===== config.mk =====
export PLATFORM = sky130hd
export DESIGN_NAME = vtg_core
export DESIGN_NICKNAME = d
export VERILOG_FILES = /design/src/rtl/vtg_pkg.sv /design/src/rtl/vtg_axis.sv /design/src/rtl/vtg_core.sv
export SDC_FILE = /design/constraint.sdc
export NUM_CORES = 1
export LEC_CHECK = 0
export CORE_MARGIN = 2
export CORE_UTILIZATION = 63
export CTS_BUF_LIST = sky130_fd_sc_hd__clkbuf_4 sky130_fd_sc_hd__clkbuf_8 sky130_fd_sc_hd__clkbuf_16
export CTS_CLUSTER_DIAMETER = 60
export CTS_CLUSTER_SIZE = 8
export DETAILED_ROUTE_END_ITERATION = 10
export GPL_TIMING_DRIVEN = 0
export PLACE_DENSITY_LB_ADDON = 0.1
export RECOVER_POWER = 50
export SYNTH_ARGS = -nofsm -noshare
export SYNTH_HDL_FRONTEND = slang
export SYNTH_HIERARCHICAL = 1
export SYNTH_SLANG_ARGS = --single-unit

===== constraint.sdc =====
create_clock -name CLK -period 11.55 [get_ports CLK]
set_input_delay 2.31 -clock CLK [delete_from_list [all_inputs] [get_ports CLK]]
set_output_delay 2.31 -clock CLK [all_outputs]
set_load 0.01 [all_outputs]

===== src/rtl/vtg_pkg.sv =====
`timescale 1ns/1ps
// Shared types for the video timing generator: FSM states, per-axis timing
// parameter record and the parameter validity check.
package vtg_pkg;

  // Parameter fields are held at this width; CNT_W of the core must not exceed it.
  localparam int PAR_W = 16;

  typedef enum logic [1:0] {
    IDLE = 2'd0,
    RUN  = 2'd1,
    STOP = 2'd2
  } vtg_state_e;

  typedef struct packed {
    logic [PAR_W-1:0] total;
    logic [PAR_W-1:0] act;
    logic [PAR_W-1:0] sw;
    logic [PAR_W-1:0] bp;
  } axis_par_t;

  // Two guard bits keep sw+bp+act from aliasing back below total.
  function automatic logic axis_valid(input axis_par_t p);
    logic [PAR_W+1:0] sum_v;
    logic             nz_v;
    sum_v = {2'b00, p.sw} + {2'b00, p.bp} + {2'b00, p.act};
    nz_v  = (p.total != {PAR_W{1'b0}}) && (p.act != {PAR_W{1'b0}}) &&
            (p.sw != {PAR_W{1'b0}}) && (p.bp != {PAR_W{1'b0}});
    axis_valid = nz_v && (sum_v <= {2'b00, p.total});
  endfunction

endpackage


===== src/rtl/vtg_axis.sv =====
`timescale 1ns/1ps
// One timing axis decoder: sync, active window and end-of-count for a given
// position under a given parameter set. Purely combinational.
module vtg_axis
  import vtg_pkg::*;
#(
  parameter int CNT_W = 12
) (
  input  logic [CNT_W-1:0] cnt,
  input  axis_par_t        par,
  output logic             sync_s,
  output logic             act_s,
  output logic             end_s
);

  localparam int XW = PAR_W + 2;
  localparam logic [XW-1:0] X_ONE = {{(XW-1){1'b0}}, 1'b1};

  logic [XW-1:0] cnt_x_s;
  logic [XW-1:0] lo_s;
  logic [XW-1:0] hi_s;
  logic [XW-1:0] last_s;

  assign cnt_x_s = XW'(cnt);
  assign lo_s    = XW'(par.sw) + XW'(par.bp);
  assign hi_s    = lo_s + XW'(par.act);
  assign last_s  = XW'(par.total) - X_ONE;

  assign sync_s = (cnt_x_s < XW'(par.sw));
  assign act_s  = (cnt_x_s >= lo_s) && (cnt_x_s < hi_s);
  assign end_s  = (cnt_x_s == last_s);

endmodule


===== src/rtl/vtg_core.sv =====
`timescale 1ns/1ps
// Video timing generator: shadowed H/V timing, genlock frame restart and
// start/stop on frame boundaries. All outputs come straight from registers.
module vtg_core
  import vtg_pkg::*;
#(
  parameter int CNT_W  = 12,
  parameter int FCNT_W = 16
) (
  input  logic              CLK,
  input  logic              RST_N,
  input  logic              iEN,
  input  logic [CNT_W-1:0]  iHTOTAL,
  input  logic [CNT_W-1:0]  iHACT,
  input  logic [CNT_W-1:0]  iHS_W,
  input  logic [CNT_W-1:0]  iHBP,
  input  logic [CNT_W-1:0]  iVTOTAL,
  input  logic [CNT_W-1:0]  iVACT,
  input  logic [CNT_W-1:0]  iVS_W,
  input  logic [CNT_W-1:0]  iVBP,
  input  logic              iHS_POL,
  input  logic              iVS_POL,
  input  logic              iLOCK_EN,
  input  logic              iEXT_VS,
  output logic              oHSYNC,
  output logic              oVSYNC,
  output logic              oDE,
  output logic              oFIELD,
  output logic [CNT_W-1:0]  oHCOUNT,
  output logic [CNT_W-1:0]  oVCOUNT,
  output logic              oFRAME_START,
  output logic              oLINE_START,
  output logic [FCNT_W-1:0] oFRAME_CNT,
  output logic              oPARAM_ERR,
  output logic              oLOCKED,
  output logic              oBUSY
);

  localparam logic [CNT_W-1:0]  CNT_ZERO = {CNT_W{1'b0}};
  localparam logic [CNT_W-1:0]  CNT_ONE  = {{(CNT_W-1){1'b0}}, 1'b1};
  localparam logic [FCNT_W-1:0] FCNT_ONE = {{(FCNT_W-1){1'b0}}, 1'b1};
  localparam axis_par_t         PAR_ZERO = '{total: {PAR_W{1'b0}}, act: {PAR_W{1'b0}},
                                             sw: {PAR_W{1'b0}}, bp: {PAR_W{1'b0}}};

  vtg_state_e        state_r;
  vtg_state_e        nxt_state_s;
  axis_par_t         sh_h_r;
  axis_par_t         sh_v_r;
  axis_par_t         live_h_s;
  axis_par_t         live_v_s;
  axis_par_t         nxt_sh_h_s;
  axis_par_t         nxt_sh_v_s;
  logic [CNT_W-1:0]  h_r;
  logic [CNT_W-1:0]  v_r;
  logic [CNT_W-1:0]  nxt_h_s;
  logic [CNT_W-1:0]  nxt_v_s;
  logic              h_end_r;
  logic              v_end_r;
  logic              field_r;
  logic              nxt_field_s;
  logic [FCNT_W-1:0] fcnt_r;
  logic [FCNT_W-1:0] nxt_fcnt_s;
  logic              perr_r;
  logic              nxt_perr_s;
  logic              locked_r;
  logic              nxt_locked_s;
  logic              hs_act_r;
  logic              vs_act_r;
  logic              de_r;
  logic              fs_r;
  logic              ls_r;
  logic              busy_r;
  logic              load_s;
  logic              live_ok_s;
  logic              nat_wrap_s;
  logic              ext_s;
  logic              wrap_s;
  logic              run_nxt_s;
  logic              h_sync_s;
  logic              h_act_s;
  logic              h_end_s;
  logic              v_sync_s;
  logic              v_act_s;
  logic              v_end_s;

  assign live_h_s = '{total: PAR_W'(iHTOTAL), act: PAR_W'(iHACT),
                      sw: PAR_W'(iHS_W), bp: PAR_W'(iHBP)};
  assign live_v_s = '{total: PAR_W'(iVTOTAL), act: PAR_W'(iVACT),
                      sw: PAR_W'(iVS_W), bp: PAR_W'(iVBP)};
  assign live_ok_s = axis_valid(live_h_s) && axis_valid(live_v_s);

  // End flags are registered alongside the counters, so they describe h_r/v_r.
  assign nat_wrap_s = (state_r != IDLE) && h_end_r && v_end_r;
  assign ext_s      = (state_r == RUN) && iLOCK_EN && iEXT_VS;
  assign wrap_s     = nat_wrap_s || ext_s;

  // Next state, next position and frame-boundary bookkeeping
  always_comb begin
    nxt_state_s = state_r;
    nxt_h_s     = h_r;
    nxt_v_s     = v_r;
    nxt_field_s = field_r;
    nxt_fcnt_s  = fcnt_r;
    nxt_perr_s  = perr_r;
    load_s      = 1'b0;
    case (state_r)
      IDLE: begin
        nxt_h_s = CNT_ZERO;
        nxt_v_s = CNT_ZERO;
        if (iEN) begin
          if (live_ok_s) begin
            nxt_state_s = RUN;
            load_s      = 1'b1;
            nxt_perr_s  = 1'b0;
          end else begin
            nxt_perr_s  = 1'b1;
          end
        end else begin
          nxt_state_s = IDLE;
        end
      end
      RUN, STOP: begin
        if (wrap_s) begin
          nxt_h_s     = CNT_ZERO;
          nxt_v_s     = CNT_ZERO;
          nxt_field_s = ~field_r;
          nxt_fcnt_s  = fcnt_r + FCNT_ONE;
          if (iEN) begin
            nxt_state_s = RUN;
            load_s      = live_ok_s;
            nxt_perr_s  = ~live_ok_s;
          end else begin
            nxt_state_s = IDLE;
          end
        end else begin
          nxt_state_s = iEN ? RUN : STOP;
          if (h_end_r) begin
            nxt_h_s = CNT_ZERO;
            nxt_v_s = v_r + CNT_ONE;
          end else begin
            nxt_h_s = h_r + CNT_ONE;
          end
        end
      end
      default: begin
        nxt_state_s = IDLE;
        nxt_h_s     = CNT_ZERO;
        nxt_v_s     = CNT_ZERO;
      end
    endcase
  end

  // Lock tracking: a genlock pulse is judged against the natural frame end
  always_comb begin
    nxt_locked_s = locked_r;
    if (!iLOCK_EN) begin
      nxt_locked_s = 1'b0;
    end else if (ext_s) begin
      nxt_locked_s = nat_wrap_s;
    end else begin
      nxt_locked_s = locked_r;
    end
  end

  assign nxt_sh_h_s = load_s ? live_h_s : sh_h_r;
  assign nxt_sh_v_s = load_s ? live_v_s : sh_v_r;
  assign run_nxt_s  = (nxt_state_s != IDLE);

  // Decoders look at the next position so the registered outputs line up with it.
  vtg_axis #(.CNT_W(CNT_W)) u_h_axis (
    .cnt    (nxt_h_s),
    .par    (nxt_sh_h_s),
    .sync_s (h_sync_s),
    .act_s  (h_act_s),
    .end_s  (h_end_s)
  );

  vtg_axis #(.CNT_W(CNT_W)) u_v_axis (
    .cnt    (nxt_v_s),
    .par    (nxt_sh_v_s),
    .sync_s (v_sync_s),
    .act_s  (v_act_s),
    .end_s  (v_end_s)
  );

  // FSM, shadow registers, counters and all registered outputs
  always_ff @(posedge CLK or negedge RST_N) begin
    if (!RST_N) begin
      state_r  <= IDLE;
      sh_h_r   <= PAR_ZERO;
      sh_v_r   <= PAR_ZERO;
      h_r      <= CNT_ZERO;
      v_r      <= CNT_ZERO;
      h_end_r  <= 1'b0;
      v_end_r  <= 1'b0;
      field_r  <= 1'b0;
      fcnt_r   <= {FCNT_W{1'b0}};
      perr_r   <= 1'b0;
      locked_r <= 1'b0;
      hs_act_r <= 1'b0;
      vs_act_r <= 1'b0;
      de_r     <= 1'b0;
      fs_r     <= 1'b0;
      ls_r     <= 1'b0;
      busy_r   <= 1'b0;
    end else begin
      state_r  <= nxt_state_s;
      sh_h_r   <= nxt_sh_h_s;
      sh_v_r   <= nxt_sh_v_s;
      h_r      <= nxt_h_s;
      v_r      <= nxt_v_s;
      h_end_r  <= h_end_s;
      v_end_r  <= v_end_s;
      field_r  <= nxt_field_s;
      fcnt_r   <= nxt_fcnt_s;
      perr_r   <= nxt_perr_s;
      locked_r <= nxt_locked_s;
      hs_act_r <= run_nxt_s && h_sync_s;
      vs_act_r <= run_nxt_s && v_sync_s;
      de_r     <= run_nxt_s && h_act_s && v_act_s;
      fs_r     <= run_nxt_s && (nxt_h_s == CNT_ZERO) && (nxt_v_s == CNT_ZERO);
      ls_r     <= run_nxt_s && (nxt_h_s == CNT_ZERO);
      busy_r   <= run_nxt_s;
    end
  end

  // Polarity is a live output inversion, so idle/reset levels follow the POL pins.
  assign oHSYNC       = hs_act_r ^ iHS_POL;
  assign oVSYNC       = vs_act_r ^ iVS_POL;
  assign oDE          = de_r;
  assign oFIELD       = field_r;
  assign oHCOUNT      = h_r;
  assign oVCOUNT      = v_r;
  assign oFRAME_START = fs_r;
  assign oLINE_START  = ls_r;
  assign oFRAME_CNT   = fcnt_r;
  assign oPARAM_ERR   = perr_r;
  assign oLOCKED      = locked_r;
  assign oBUSY        = busy_r;

endmodule


# == After elaboration in Yosys (flattened, before gate mapping) ==
# Index checks and enable logic that the tools add are counted.
# word_totals
ff_bits,181
word_cells,121
# classes
n_mux,26
magnitude_cmp,8
n_eq_ne,8
bitwise_logic,4
addsub,13
reduce_logical,39
# op_table
operator,count
64-bit 2-to-1 mux,2
16-bit nonzero test,8
12-bit 2-to-1 mux,6
18-bit by 16-bit adder with 18-bit output,2
12-bit by 18-bit equality test with 1-bit output,2
12-bit by 18-bit greater-or-equal comparator with 1-bit output,2
12-bit by 18-bit less-than comparator with 1-bit output,2
16-bit by 16-bit adder with 17-bit output,2
"16-bit by 1-bit subtractor with 17-bit output, second input constant",2
12-bit by 16-bit less-than comparator with 1-bit output,2
13-bit by 12-bit adder with 14-bit output,2
14-bit by 12-bit <= comparator with 1-bit output,2
12-bit by 12-bit adder with 13-bit output,2
"12-bit by 1-bit adder with 12-bit output, second input constant",2
12-bit logical NOT,2
1-bit logical AND,21
"16-bit by 1-bit adder with 16-bit output, second input constant",1
1-bit 2-to-1 mux,11
2-bit 2-to-1 mux,4
"2-bit inequality test, second input constant",3
2-bit nonzero test,3
1-bit one-hot mux with 2 select lines,2
2-bit one-hot mux with 2 select lines,1
4-bit AND reduction,1
9 further kinds,11

# == Depth between registers and ports, before layout ==
# Gate-level depths: netlist of run 1.
# depth
depth_word,16
mapped_depth,48
ltp_nobuf,46

# == Cells and area by module ==
# The synthesis of run 1 kept the hierarchy.
# by_module_without_submodules
mod,cells_each,n_inst,area_each_um2
vtg_core,803,1,9432.8
vtg_axis at u_v_axis,372,1,2757.6
vtg_axis at u_h_axis,354,1,2647.5

# == Worst setup path after synthesis of run 1 ==
# No wires, ideal clock.
# synth_path
path_type,input port to flip-flop
start,input port iVACT[1]
end,"register de_r, in the netlist oDE"
required_ns,11.478
setup_time_ns,0.072
arrival_ns,10.042
stages,45
n_path_buf,2
setup_slack_ns,1.436
cell_sequence,inv_1 fa_1 inv_1 ha_1 inv_1 fa_1 nor2b_1 o31a_1 o21ai_2 o21bai_1 a21oi_1 xnor2_1 ha_1 nand4_1 or3_1 a2111oi_2 o2111ai_1 nor3_2 [9 not listed] nand2b_1 xor2_1 ha_1 a21oi_1 o2111ai_1 a31oi_1 o21bai_1 xnor2_1 ha_1 a21oi_1 o21ai_0 a41o_1 a311oi_1 nor4_1 o311a_1 a2111oi_2 nand2_1 nor2_1
# synth_rtl
element,line_no,rtl
start: declaration,vtg_core.sv:18,"input logic [CNT_W-1:0] iVACT,"
end signal: assignment,vtg_core.sv:220,de_r <= run_nxt_s && h_act_s && v_act_s;
end: declaration,vtg_core.sv:69,logic de_r;

==> results of run 1 <==
==> metal layers <==
| layer | part of all wire (%) | vias to the layer above | GRT usage, % |
|---|---|---|---|
| li1 | - | 5891 | - |
| met1 | 46 | 5949 | 45.6 |
| met2 | 45 | 416 | 49.4 |
| met3 | 5.9 | 56 | 5.40 |
| met4 | 2.4 | 2 | 10.4 |
| met5 | 0.036 | - | 0 |
==> worst register-to-register path: cells and delay by family (launching register included) <==
kind / cells / cell delay, ns
AO/OA/AOI/OAI: 9 / 2.36
XOR/XNOR: 2 / 0.30
adder cells (fa/ha/maj): 5 / 1.18
buffers and inverters: 5 / 0.69
flip-flops: 1 / 0.44
multiplexers: 1 / 0.37
AND/OR/NAND/NOR: 9 / 1.39
==> worst min-delay path by stage <==
stage	startpoint	endpoint	slack [ns]
2_1_floorplan	sh_h_r[62]$_DFF_PN0_	sh_h_r[62]$_DFF_PN0_	0.45
3_3_place_gp	oFIELD$_DFFE_PN0P_	oFIELD$_DFFE_PN0P_	0.45
3_5_place_dp	oFIELD$_DFFE_PN0P_	oFIELD$_DFFE_PN0P_	0.47
4_1_cts	oFRAME_CNT[15]$_DFFE_PN0P_	oFRAME_CNT[15]$_DFFE_PN0P_	0.48
5_1_grt	oFIELD$_DFFE_PN0P_	oFIELD$_DFFE_PN0P_	0.49
6_report	oFIELD$_DFFE_PN0P_	oFIELD$_DFFE_PN0P_	0.47
==> flip-flops by register name (all words and copies together), names as in the netlist <==
name	cells
sh_h_r	64
sh_v_r	64
oFRAME_CNT	16
oHCOUNT	12
oVCOUNT	12
state_r	2
h_end_r	1
hs_act_r	1
oBUSY	1
oDE	1
oFIELD	1
oFRAME_START	1
oLINE_START	1
oLOCKED	1
oPARAM_ERR	1
v_end_r	1
vs_act_r	1
==> cell families (layout without fill, tap and decap cells) <==
logic type      count (synthesis)  count (layout)  share of synthesized area, %
simple gates                  430             430                          15.3
compound gates                308             308                          14.0
fa+ha+maj                     218             218                          19.9
flops                         181             181                          30.5
buf+inv                       154             348                          4.40
xor+xnor                      134             134                          7.91
mux                           104             104                          7.94
==> Yosys cell counts (all sizes together), types with 42 or more instances <==
cell type | count | area share, %
nand3 | 48 | 1.6
xnor2 | 80 | 4.7
xor2 | 54 | 3.2
dfrtp | 181 | 31
a21oi | 82 | 2.8
a21o | 42 | 2.1
nor2 | 99 | 2.5
mux2 | 100 | 7.6
ha | 188 | 16
nand2 | 62 | 1.6
nor4 | 45 | 2.0
o21ai | 53 | 1.8
inv | 130 | 3.3
==> placed cells by master (no fill, tap or decap), drive strengths merged, types with 28 or more instances in the layout <==
master	count
xnor2	80
clkdlybuf4s50	134
clkbuf	32
a21o	42
inv	137
dfrtp	181
nand2	62
fa	30
nand3	48
ha	188
and2	34
nor2	99
o21ai	53
a21oi	82
xor2	54
nor4	45
mux2	100
nand2b	28
==> cell type report <==
class / instances / area (um2) / share of cell area [%]
plain buffers: 24 / 170 / 0.970
clock buffers: 19 / 447 / 2.55
clock inverters: 13 / 139 / 0.792
inverters: 130 / 488 / 2.78
multi-input cells: 1194 / 9780 / 55.7
flip-flops and latches: 181 / 4530 / 25.8
well taps: 319 / 399 / 2.27
repair buffers: 162 / 1590 / 9.08
==> what timing repair did <==
item / in CTS / in global routing
endpoints found under the setup margin: 1 / 1
setup buffers: 0 / 10
pin swaps: 0 / 10
hold buffers: 0 / 0
gates resized for setup: 3 / 28
==> through the flow <==
step                      setup TNS (ns)  total power, mW  hold slack, ns  util, %  setup WS [ns]
after floorplan                        0             2.89           0.450        -           1.44
after global placement            -0.447             3.38           0.454     72.0         -0.447
after detailed placement          -0.599             3.49           0.470     72.1         -0.599
after CTS                              0             4.12           0.481     74.8         0.0107
after global routing              -0.111             4.61           0.487     75.4         -0.111
final                                  0             4.23           0.471     75.4          0.414
==> where the power goes <==
part	internal, mW	switching, mW
logic	1.23	1.57
clock network	0.313	0.274
registers	0.797	0.0522
==> impl_metrics.tcl, run 1 <==
set metrics [dict create \
    outcome "finished with violations" \
    violations "max-capacitance violations, max-slew violations" \
    fin_skew_ns 0.0107 \
    criticalPathCategory "input pin to flop" \
    clockBufferDepth 2 \
    postPlaceCellArea_um2 16800 \
    crit_buf_inv 9 \
    cts.clk_slew.worst_paths_ns 0.07 \
    maxCapViolations 2 \
    cp_max_fo 10 \
    worstReg2RegEnd "oDE$_DFF_PN0_" \
    fin_nets 2031 \
    fmax_ghz 0.0898 \
    htree_levels 4 \
    cp_data_required_time_ns 11.85 \
    numClockSinks 181 \
    place_hpwl_mm 31.0 \
    slew_headroom_pct -216 \
    area_delta_synth_final_pct 18.2 \
    cp-startpoint "iVS_W[1]" \
    antenna_left 0 \
    irDropWorstVdd_uv 193 \
    final_layout_size_suffix_gt1_share_pct 6.09 \
    routed_wl_mm 39.4 \
    cts_tree "yes" \
    wire_per_inst_um 19.3 \
    setup_violations 0 \
    initial_core_util_pct 63.8 \
    die_x_um 157 \
    slowest_stage "clkdlybuf4s50_1" \
    syn-instance-count 1529 \
    ys_types 75 \
    ys_warn_count 6 \
    place.gp.congestion 0.928 \
    avgSynthCellArea_um2 9.70 \
    p_leak_nw 8.43 \
    io_pins 152 \
    min_period_ns 11.14 \
    path_depth 45 \
    root_buffer "clkbuf_16" \
    grt_pass1_vias 11954 \
    diodes 0 \
    clock_latency_ns 0.44 \
    core_um2 23300 \
    slowest_delay_ns 0.53 \
    fp.dieH_um 157 \
    synth_ff_type "dfrtp_1" \
    power_density_nw_per_um2 241 \
    drt_iter0_drc 1008 \
    rows 56 \
    r2r_slack_ns 4.66 \
    route.detailed.drc 0 \
    port_buffers 151 \
    ys_seq_area_share_pct 30.5 \
    grt_start_max_net_pins 108 \
    syn-num-nets 1850 \
    vias 12314 \
    critical_path.endpoint "oDE$_DFF_PN0_" \
    grt_pass1_wl_mm 61.4 \
    cts_buffers 17 \
    drtPass1Iterations 5 \
    vias_per_cell 6.03 \
    worst_pin_slew_ns 4.73 \
    syn-cell-area_um2 14800 \
    r2r-start "state_r[0]$_DFF_PN0_" \
    ys_seq_elements 181 \
    hold_viol_final 0 \
    hold_depth 1 \
    dpl.cell_count 2000 \
    synth_edf_count 0 \
    cp_top_family "compound AO/OA/AOI/OAI gates" \
    synth-async-reset-ratio_pct 100 \
    design_area_um2 17500 \
    cp-end-kind "flop" \
    cp.arrival_ns 11.43 \
    antenna_found_initial 1 \
    grt_usage_pct 31.9 \
    nFillCells 1703 \
    hold_path_class "flop to flop" \
    finalCritPeriodShare_pct 96.4 \
    die_area_um2 24800 \
    stdcell_count 2042 \
    maxSlewViolCount 184 \
    reg2regPathDepth 31 \
    grt-ovfl-total 0 \
    cp-start-kind "input pin" \
]
No activity file was read; power rests on OpenSTA's default activity.
==> run 2, diff against run 1 <==
--- a/config.mk
+++ b/config.mk
@@ -12,4 +12,5 @@
 export CTS_CLUSTER_SIZE = 8
 export DETAILED_ROUTE_END_ITERATION = 10
+export GPL_ROUTABILITY_DRIVEN = 0
 export GPL_TIMING_DRIVEN = 0
 export PLACE_DENSITY_LB_ADDON = 0.1
==> constraint.sdc (replaced) <==
create_clock -name CLK -period 11.55 [get_ports CLK]
set_input_delay 1.155 -clock CLK [delete_from_list [all_inputs] [get_ports CLK]]
set_output_delay 1.155 -clock CLK [all_outputs]
set_load 0.01 [all_outputs]
==> run 2 against run 1 <==
  * Die area unchanged
  * Wire length up 0.39%
  * First-iteration DRC count up 15%
  * Critical path type unchanged
  * Non-clock buffer count down 10
  * Maximum frequency up 6.6%
  * Largest power group unchanged
  * Core utilization down 0.94 points
  * The flow still finishes with violations (max-capacitance violations, max-slew violations)
  * Power down 1.9%
==> impl_metrics.tcl, run 2 (synthesis gave the netlist of run 1 again) <==
set metrics [dict create \
    outcome "finished with violations" \
    violations "max-capacitance violations, max-slew violations" \
    p_sw_mw 1.86 \
    fin_tns_setup_ns 0 \
    hold_depth 1 \
    grt_pass1_vias 12247 \
    cp-end-kind "flop" \
    cp_data_required_time_ns 11.92 \
    vias_per_cell 6.15 \
    die_x_um 157 \
    rsz0062_at_grt "no" \
    criticalPathCategory "input pin to flop" \
    design_area_um2 17300 \
    place_hpwl_mm 31.1 \
    die_area_um2 24800 \
    r2r_slack_ns 4.26 \
    port_buffers 151 \
    cp.arrival_ns 10.82 \
    grt_start_max_net_pins 93 \
    clockBufferDepth 2 \
    ctsResizeCount 0 \
    final_layout_size_suffix_gt1_share_pct 4.20 \
    drt_iter0_drc 1159 \
    slowest_stage "clkdlybuf4s50_1" \
    p_clk_share_pct 14.1 \
    holdBufCountCts 0 \
    drtPass1Iterations 6 \
    p_sw_share_pct 44.9 \
    cp-start-kind "input pin" \
    fin_nets 2021 \
    finalCritPeriodShare_pct 90.5 \
    grt-ovfl-total 0 \
    vias 12498 \
    cp_max_fo 10 \
    min_period_ns 10.45 \
    irDropWorstVdd_uv 185 \
    rows 56 \
    reg2regPathDepth 30 \
    cts.clk_slew.worst_paths_ns 0.07 \
    p_seq_share_pct 20.5 \
    fp.dieH_um 157 \
    slowest_delay_ns 0.53 \
    p_int_mw 2.29 \
    core_um2 23300 \
    hold_viol_final 0 \
    power_frac_comb_pct 65.4 \
    setup_violations 0 \
    maxSlewViolCount 184 \
    p_total_mw 4.15 \
    htree_levels 4 \
    numClockSinks 181 \
    root_buffer "clkbuf_16" \
    clock_latency_ns 0.44 \
    maxCapViolations 2 \
    wire_per_inst_um 19.5 \
    stdcell_count 2032 \
    slew_headroom_pct -214 \
    crit_path_frequent_cell "ha_1" \
    layout_common_cells "ha_1 (188), dfrtp_1 (181), clkdlybuf4s50_1 (136)" \
    final_util_pct 74.5 \
    grt_pass1_wl_mm 63.0 \
    area_delta_synth_final_pct 16.8 \
    route.detailed.drc 0 \
    cts_buffers 17 \
    initial_core_util_pct 63.8 \
    worst_pin_slew_ns 4.72 \
    dpl.cell_count 2000 \
    routed_wl_mm 39.6 \
    grt_usage_pct 32.5 \
    io_pins 152 \
    power_density_nw_per_um2 240 \
    antenna_found_initial 0 \
    layout_commonest_cell "ha_1" \
    hold_path_class "flop to flop" \
    post-cts-setup-buffer-count 0 \
    p_leak_nw 8.34 \
    cts_tree "yes" \
    fin_skew_ns 0.00994 \
    fmax_ghz 0.0957 \
    diodes 0 \
    postPlaceCellArea_um2 16800 \
    antenna_left 0 \
]
==> run 2: critical path, delay by kind of cell <==
family | cells | cell delay, ns
AOI/OAI and AO/OA | 18 | 3.80
xor gates and xnor gates | 3 | 0.47
adders and majority gates | 8 | 2.55
buffers and inverters | 6 | 1.16
muxes | 1 | 0.37
and+or+nand+nor | 9 | 1.29
==> run 2: area by class of cell <==
class | count | area (um2)
Multi-Input combinational cell | 1194 | 9660
Sequential cell | 181 | 4530
Timing Repair Buffer | 152 | 1510
Fill cell | 1690 | 5930
Tap cell | 319 | 399
Buffer | 24 | 165
Clock inverter | 14 | 143
Inverter | 130 | 488
Clock buffer | 18 | 439
==> run 2: power by group through the flow <==
stage / combinational (mW) / sequential [mW] / clock (mW)
floorplan: 2.04 / 0.849 / 0
global placement: 2.53 / 0.852 / 0
detailed placement: 2.64 / 0.861 / 0
CTS: 2.68 / 0.850 / 0.593
global route: 3.04 / 0.864 / 0.618
finish: 2.72 / 0.851 / 0.586
==> run 2: per-layer routing <==
layer	wire length [um]	GRT usage [%]
met5	0	0
met4	966	9.74
met3	2540	5.70
met2	18100	51.2
met1	18000	46.0
==> run 2: stage by stage <==
stage	hold slack [ns]	setup slack, ns
6_report	0.461	1.10
5_1_grt	0.485	0.375
4_1_cts	0.470	1.10
3_5_place_dp	0.456	0.694
3_3_place_gp	0.454	0.835
2_1_floorplan	0.450	2.59
==> run 2: path summary, 6_finish.rpt <==
path                                 startpoint                   end
setup / recovery                       iVACT[1]         oDE$_DFF_PN0_
hold / removal               oFIELD$_DFFE_PN0P_    oFIELD$_DFFE_PN0P_
setup reg to reg           state_r[0]$_DFF_PN0_         oDE$_DFF_PN0_
hold reg to reg              oFIELD$_DFFE_PN0P_    oFIELD$_DFFE_PN0P_
max in group asynchronous                 RST_N  sh_h_r[42]$_DFF_PN0_
min in group asynchronous                 RST_N   sh_v_r[0]$_DFF_PN0_
==> run 3, diff against run 2 <==
- CAP_MARGIN: unset -> 20
==> results of run 3 <==
No change in the layout: final DEF, timing and power equal those of run 2.
